File: config.mk
export PLATFORM = sky130hd
export DESIGN_NAME = alu_exec_ctrl
export DESIGN_NICKNAME = d
export VERILOG_FILES = /design/src/rtl/alu_exec_ctrl.sv
export SDC_FILE = /design/constraint.sdc
export NUM_CORES = 1
export LEC_CHECK = 0
export ABC_AREA = 1
export CAP_MARGIN = 20
export CORE_MARGIN = 1.5
export CORE_UTILIZATION = 30
export DETAILED_ROUTE_END_ITERATION = 6
export GPL_ROUTABILITY_DRIVEN = 0
export REMOVE_ABC_BUFFERS = 1
export SLEW_MARGIN = 20
export SYNTH_ARGS = -nofsm -noshare
export SYNTH_HDL_FRONTEND = slang
export SYNTH_SLANG_ARGS = --single-unit
File: constraint.sdc
create_clock -name CLK -period 2.6 [get_ports CLK]
set_clock_uncertainty 0.05 [all_clocks]
set_input_delay 0.52 -clock CLK [delete_from_list [all_inputs] [get_ports CLK]]
set_output_delay 0.52 -clock CLK [all_outputs]
set_load 0.01 [all_outputs]
File: src/rtl/alu_exec_ctrl.sv
// -----------------------------------------------------------------------------
// alu_exec_ctrl
//
// Purpose:
//   Multi-cycle execute-stage sequencer wrapped around an external 16-bit
//   two's-complement adder/subtractor. It collects operand A and then operand
//   B from a shared operand bus and drives the adder inputs. It captures the
//   adder sum and carry into ALU_OUT and the Z/N/C/V flags, then pulses
//   DONE (and RF_WE for result-producing ops) towards the main control FSM.
//
//   Sequence: IDLE -> GET_A -> GET_B -> EXEC -> WB -> IDLE
//
// Ports:
//   CLK, RST         clock (rising edge), asynchronous active-high reset
//   START, OP        start request and opcode, sampled only in IDLE
//                    (00 ADD, 01 SUB, 10 CMP, 11 PASS)
//   OPND, OPND_VALID shared operand bus and its valid qualifier
//   ADD_A/B/CTRL     drive to the adder (CTRL=1 selects subtract)
//   ADD_S, ADD_COUT  sum and carry returned by the adder
//   ALU_OUT          registered result
//   FLAG_Z/N/C/V     registered flags (C=1 means no borrow for SUB/CMP)
//   BUSY             high in every state except IDLE
//   DONE, RF_WE      one-cycle completion pulse / register-file write strobe
//   DBG_STATE        current FSM state, for observation only
//
// Operand handshake: OPND_VALID is a valid-only qualifier with no ready back.
// An operand is consumed on any rising edge where OPND_VALID=1 while the FSM
// sits in GET_A (operand A) or GET_B (operand B). Outside those states the
// bus is ignored. The producer keeps OPND_VALID low to stall, for as long as
// it needs.
// -----------------------------------------------------------------------------
module alu_exec_ctrl #(
  parameter int WIDTH = 16
) (
  input  logic             CLK,
  input  logic             RST,
  input  logic             START,
  input  logic [1:0]       OP,
  input  logic [WIDTH-1:0] OPND,
  input  logic             OPND_VALID,
  output logic [WIDTH-1:0] ADD_A,
  output logic [WIDTH-1:0] ADD_B,
  output logic             ADD_CTRL,
  input  logic [WIDTH-1:0] ADD_S,
  input  logic             ADD_COUT,
  output logic [WIDTH-1:0] ALU_OUT,
  output logic             FLAG_Z,
  output logic             FLAG_N,
  output logic             FLAG_C,
  output logic             FLAG_V,
  output logic             BUSY,
  output logic             DONE,
  output logic             RF_WE,
  output logic [2:0]       DBG_STATE
);

  typedef enum logic [2:0] {
    S_IDLE  = 3'd0,
    S_GET_A = 3'd1,
    S_GET_B = 3'd2,
    S_EXEC  = 3'd3,
    S_WB    = 3'd4
  } state_t;

  localparam logic [1:0] OP_ADD  = 2'b00;
  localparam logic [1:0] OP_SUB  = 2'b01;
  localparam logic [1:0] OP_CMP  = 2'b10;
  localparam logic [1:0] OP_PASS = 2'b11;

  state_t           r_state;
  logic [1:0]       r_op;
  logic [WIDTH-1:0] r_a;
  logic [WIDTH-1:0] r_b;
  logic [WIDTH-1:0] r_alu_out;
  logic             r_z;
  logic             r_n;
  logic             r_c;
  logic             r_v;
  logic             r_busy;
  logic             r_done;
  logic             r_rf_we;

  logic             w_is_sub;
  logic             w_a_msb;
  logic             w_b_msb;
  logic             w_s_msb;
  logic             w_v_add;
  logic             w_v_sub;
  logic             w_v;

  // The adder is driven straight from the operand/opcode registers. They only
  // change in IDLE/GET_A/GET_B, so A, B and CTRL are stable through EXEC and WB.
  assign w_is_sub = (r_op == OP_SUB) || (r_op == OP_CMP);
  assign ADD_A    = r_a;
  assign ADD_B    = (r_op == OP_PASS) ? '0 : r_b;
  assign ADD_CTRL = w_is_sub;

  // Overflow is judged on the true operands (B register, not the
  // possibly-inverted adder input). Adding like signs or subtracting unlike
  // signs overflows when the result sign differs from A.
  assign w_a_msb = r_a[WIDTH-1];
  assign w_b_msb = r_b[WIDTH-1];
  assign w_s_msb = ADD_S[WIDTH-1];
  assign w_v_add = (w_a_msb == w_b_msb) && (w_s_msb != w_a_msb);
  assign w_v_sub = (w_a_msb != w_b_msb) && (w_s_msb != w_a_msb);

  always_comb begin
    w_v = 1'b0;
    case (r_op)
      OP_ADD:          w_v = w_v_add;
      OP_SUB, OP_CMP:  w_v = w_v_sub;
      default:         w_v = 1'b0;
    endcase
  end

  always_ff @(posedge CLK or posedge RST) begin
    if (RST) begin
      r_state   <= S_IDLE;
      r_op      <= 2'b00;
      r_a       <= '0;
      r_b       <= '0;
      r_alu_out <= '0;
      r_z       <= 1'b0;
      r_n       <= 1'b0;
      r_c       <= 1'b0;
      r_v       <= 1'b0;
      r_busy    <= 1'b0;
      r_done    <= 1'b0;
      r_rf_we   <= 1'b0;
    end else begin
      // DONE and RF_WE are single-cycle pulses; they are set only on EXEC exit.
      r_done  <= 1'b0;
      r_rf_we <= 1'b0;
      case (r_state)
        S_IDLE: begin
          if (START) begin
            r_op    <= OP;
            r_busy  <= 1'b1;
            r_state <= S_GET_A;
          end
        end
        S_GET_A: begin
          if (OPND_VALID) begin
            r_a     <= OPND;
            r_state <= S_GET_B;
          end
        end
        S_GET_B: begin
          if (OPND_VALID) begin
            r_b     <= OPND;
            r_state <= S_EXEC;
          end
        end
        S_EXEC: begin
          // CMP only updates flags; the previous result stays visible.
          if (r_op != OP_CMP) begin
            r_alu_out <= ADD_S;
          end
          r_z     <= (ADD_S == '0);
          r_n     <= w_s_msb;
          r_c     <= (r_op == OP_PASS) ? 1'b0 : ADD_COUT;
          r_v     <= w_v;
          r_done  <= 1'b1;
          r_rf_we <= (r_op != OP_CMP);
          r_state <= S_WB;
        end
        S_WB: begin
          r_busy  <= 1'b0;
          r_state <= S_IDLE;
        end
        default: begin
          r_busy  <= 1'b0;
          r_state <= S_IDLE;
        end
      endcase
    end
  end

  assign ALU_OUT   = r_alu_out;
  assign FLAG_Z    = r_z;
  assign FLAG_N    = r_n;
  assign FLAG_C    = r_c;
  assign FLAG_V    = r_v;
  assign BUSY      = r_busy;
  assign DONE      = r_done;
  assign RF_WE     = r_rf_we;
  assign DBG_STATE = r_state;

endmodule

* Word-level counts from Yosys, hierarchy flattened
Index checks and enable logic that the tools add are counted.
Storage, ports and cells: flip-flop bits (word level) 60, input port bits 39, output and inout bits 59, word-level logic and storage cells 51
Operators by class: equality and inequality tests 13, muxes and demuxes 11, bitwise logic cells 1, reduce and logical (&&, ||, !) cells 14
Operator list (count):
- logical NOT 16 bit | 1
- two-way mux 16 bit | 1
- one-hot mux 3 bit (4 select lines) | 1
- AND reduction 2 bit | 5
- two-way mux 3 bit | 3
- inequality test 2 bit (second input constant) | 4
- == test 3 x 2 -> 1 bit (second input constant) | 2
- == test 2 bit (second input constant) | 2
- two-way mux 1 bit | 4
- one-hot mux 1 bit (2 select lines) | 2
- == test 3 x 1 -> 1 bit (second input constant) | 1
- logical NOT 3 bit | 1
- AND reduction 3 bit | 1
- OR reduction 3 bit | 1
- == test 2 x 1 -> 1 bit (second input constant) | 1
- logical AND 1 bit | 2
- logical NOT 2 bit | 1
- inequality test 1 bit | 2
- OR reduction 2 bit | 1
- == test 1 bit | 1
- logical OR 1 bit | 1
- inverter 1 bit | 1

* Depth between registers and ports, before layout
depth in word-level cells 4, mapped depth 9, gate-level depth less buffers 8

* Worst setup path after synthesis
Ideal clock, no wire load.
path kind flip-flop to output port, from register r_op[1], to output port ADD_B[10], arrival 1.128 ns, setup slack 0.902 ns, cell stages (with the launch flop) 5, cells stage by stage dfrtp_1 -> ha_1 -> clkbuf_1 -> clkbuf_1 -> nor2_1
On the way: cells in the longest elaborated chain, start to end 2
RTL lines:
- start: declaration | RTL line 71 | logic [1:0] r_op;
- start signal: assignment | RTL line 119 | r_op <= 2'b00;
- start signal: assignment | RTL line 137 | r_op <= OP;
- == test 2 bit | RTL line 95 | assign ADD_B = (r_op == OP_PASS) ? '0 : r_b;
- two-way mux 16 bit | RTL line 95
- end: declaration | RTL line 42 | output logic [WIDTH-1:0] ADD_B,
No other way between the ends.

* Worst setup path after layout
from register r_op[1], to output port ADD_B[15]
Same word-level chain as after synthesis.

==> summary.md <==
| Metric | Value |
|---|---|
| Status | completed |
| Post-synthesis cell type count | 23 |
| FF+latch count, synth | 60 |
| Max_slew headroom | 58.5% |
| Slowest cell on crit path | clkdlybuf4s50_1 |
| DRT antenna net count | 0 |
| Die area | 0.00934 mm^2 |
| Layout cells sized above 1 | 8.76% |
| Die width | 96.7 um |
| Top-count cell post-synth | nand2_1 |
| Seq/Total Area, Yosys | 57.1% |
| CTS Sinks | 60 |
| EDFF count, synth | 0 |
| Buffers on Ports | just under 100 |
| Postcts setup bufs | 0 |
| Seq. cell area | 0.00150 mm^2 |
| Crit Reg-Reg Endpoint | ADD_A[9] |
| CTS tree | done |
| Worst path cell trace | ha_2 > nor2_1 > clkdlybuf4s50_1 |
| Setup slack, reg-to-reg | roughly 1000 ps |
| Mapped Area | 0.00263 mm^2 |
| Crit Path Max Fanout | 17 |
| Root buffer cell | clkbuf_8 |
| Main flop type after synthesis | dfrtp_1 |
| Via count of the first global-routing pass | 2253 |
| Hpwl dp | 4.43 mm |
| Setup TNS | 0 ps |
| Met1 WL | 2.90 mm |
| CTS Buf Count | 9 |
| Uppermost layer routed | met4 |
| DRC | 0 |
| CP endpoint kind | output pin |
| Core area | between 0.008 and 0.009 mm^2 |
| Met2 Routed Length | 2.67 mm |
| Post-layout util | a little under half |
| Setup WS post-layout | between 200 and 250 ps |
| WHS Endpoint | BUSY |
| Nets@finish | 448 |
| Worst Path Required | roughly 2000 ps |
| Area occupied by multi-input gates | approximately 850 um^2 |
| Critical path arrival | between 1500 and 2000 ps |
| Htree depth | 3 |
| Routed wire length | 6.14 mm |
| Starting density of the core | 31.5% |
| Worst Path Buf+Inv | 1 |
| Worst reg2reg path startpoint | DBG_STATE[2] |
| Top post-synthesis cells by area | dfrtp_1, nand2_1, inv_1, o21ai_0, nor2_1 |
| Largest area contributor in the netlist | dfrtp_1 |
| Clk_lat worst skew | 330 ps |
| RSZ-0062 raised after global routing | no |
| Post-CTS Hold Buffers | 0 |
| Via Count | 2196 |
| Hold path depth | 2 |
| Worst R2R Path Depth | 5 |
| Max stage delay on crit path | approximately 560 ps |
| Routed wl met3 | 500 um |
| Period utilization | 91.3% |
| Cells after Synth | 307 |
| P&R area growth vs syn | 48.0% |
| 1st-pass router iterations | 6 |
| Crit-path leading delay family | buffers and inverters |
| Total grt overflow | 0 |
| Hold Path Origin | BUSY |
| Clk slew on worst S/H paths | 60 ps |
| Commonest cells in the synthesized netlist | nand2_1, dfrtp_1, inv_1, o21ai_0, nor2_1 |
| Crit Path Category | reg -> out |
| Leak | between 1.5 and 2 nW |
| Tot Pwr | 0.00463 W |
| Async S/R FF share, synth | 100% |
| GRT Overall Usage | between 10% and 20% |
| Filler cell count | 847 |
| Initial DRC Count | 59 |
| PD cells | between 1000 and 1500 mW/mm^2 |
| Ports | 98 |
| Diodes inserted | 0 |
| Place WS | 340 ps |
| Initial antenna violation count | 0 |
| Class of the worst hold path | reg -> reg |
| Min cycle time layout | 2370 ps |
| Post-DR vias/cell | roughly 4.3 |
| Largest net degree at the start of global routing | 33 |
| Post-Syn Area per Cell | 8.57 um^2 |
| Row count | 33 |
| Share of Yosys cell area claimed by the top area cell type | 57.1% |
| Clk buf depth | 2 |
| Pins Over Slew Limit | 0 |
| WHS | ~420 ps |
| Final setup violation count | 0 |
| Global-route wire length before repair | 10.5 mm |
| VDD IR max | 0.489 mV |
| Drt wl/cell | 11.9 um |
| Die Ht | 96.7 um |
| CP Launch Type | flip-flop |
| Measured slew at the worst slew-check pin | 622 ps |
| F_max | roughly 420 MHz |
| Final-report hold violation count | 0 |
| Ys Warns | 0 |
| Max-capacitance violation count | 0 |
logic make-up after synthesis:
kind of cell	count (synthesis)	synth area share [%]
flip-flops	60	57.1
adder cells (fa/ha/maj)	3	1.43
AND/OR/NAND/NOR	137	21.9
buffers and inverters	65	10.8
AO/OA/AOI/OAI	42	8.84
metal layers:
metal | GRT usage, % | vias up
met2 | 21.8 | 80
li1 | - | 1124
met3 | 7.15 | 9
met5 | 0 | -
met1 | 17.3 | 983
met4 | 3.68 | 0
through the flow:
step	instances	area [um^2]
finish	516	3890
detailed placement	500	3690
global route	516	3890
floorplan	295	2550
CTS	516	3890
global placement	500	3690
power breakdown:
part	internal (W)	switching (W)	total, W
clock	0.000488	0.000347	0.000834
sequential	0.00137	0.000272	0.00164
combinational	0.00113	0.00103	0.00216
repair_timing:
item                                    CTS  global route
gates resized for setup                   1             0
endpoints found under the hold margin     0             0
endpoints found under the setup margin   11             0
area by class of cell:
cell class | instances | share of cell area [%]
Inverter | 53 | 5.30
Clock inverter | 5 | 1.28
Timing Repair Buffer | 100 | 25.8
Clock buffer | 11 | 3.89
Tap cell | 105 | 3.37
Multi-Input combinational cell | 182 | 21.8
Sequential cell | 60 | 38.5
worst reg2reg max path, cell delays in order (launching register included):
cell and delay [ps]:
dfrtp_1 470, nor2_4 200, nand3_2 270, buf_4 310
nand2_1 70, o21ai_0 70
registers in the layout, indices dropped and copies added, names as in the netlist, 2 cells and up:
signal     flops
r_op           2
ADD_A         16
r_b           16
DBG_STATE      3
ALU_OUT       16
placed cells by master (no fill, tap or decap), drive strengths merged:
| cell | synthesis | final |
|---|---|---|
| clkdlybuf4s50 | 0 | 97 |
| nand2 | 94 | 94 |
| dfrtp | 60 | 60 |
| inv | 53 | 53 |
| o21ai | 41 | 41 |
| nor2 | 29 | 29 |
| nand3 | 12 | 12 |
| clkbuf | 5 | 11 |
| clkinv | 0 | 4 |
| ha | 3 | 3 |
| buf | 7 | 3 |
| nand3b | 1 | 1 |
| a21oi | 1 | 1 |
| nand4 | 1 | 1 |
| bufinv | 0 | 1 |
how the worst max path moves through the flow:
stage          slack, ps        end  startpoint  cells past startpoint
2_1_floorplan        550   ADD_A[0]         RST                      1
3_3_place_gp         400  ADD_B[15]     r_op[1]                      3
3_5_place_dp         340  ADD_B[15]     r_op[1]                      3
4_1_cts              190  ADD_B[15]     r_op[1]                      3
5_1_grt              120  ADD_B[15]     r_op[1]                      3
6_report             230  ADD_B[15]     r_op[1]                      3
Note: power is estimated with default switching activity, not from simulation.
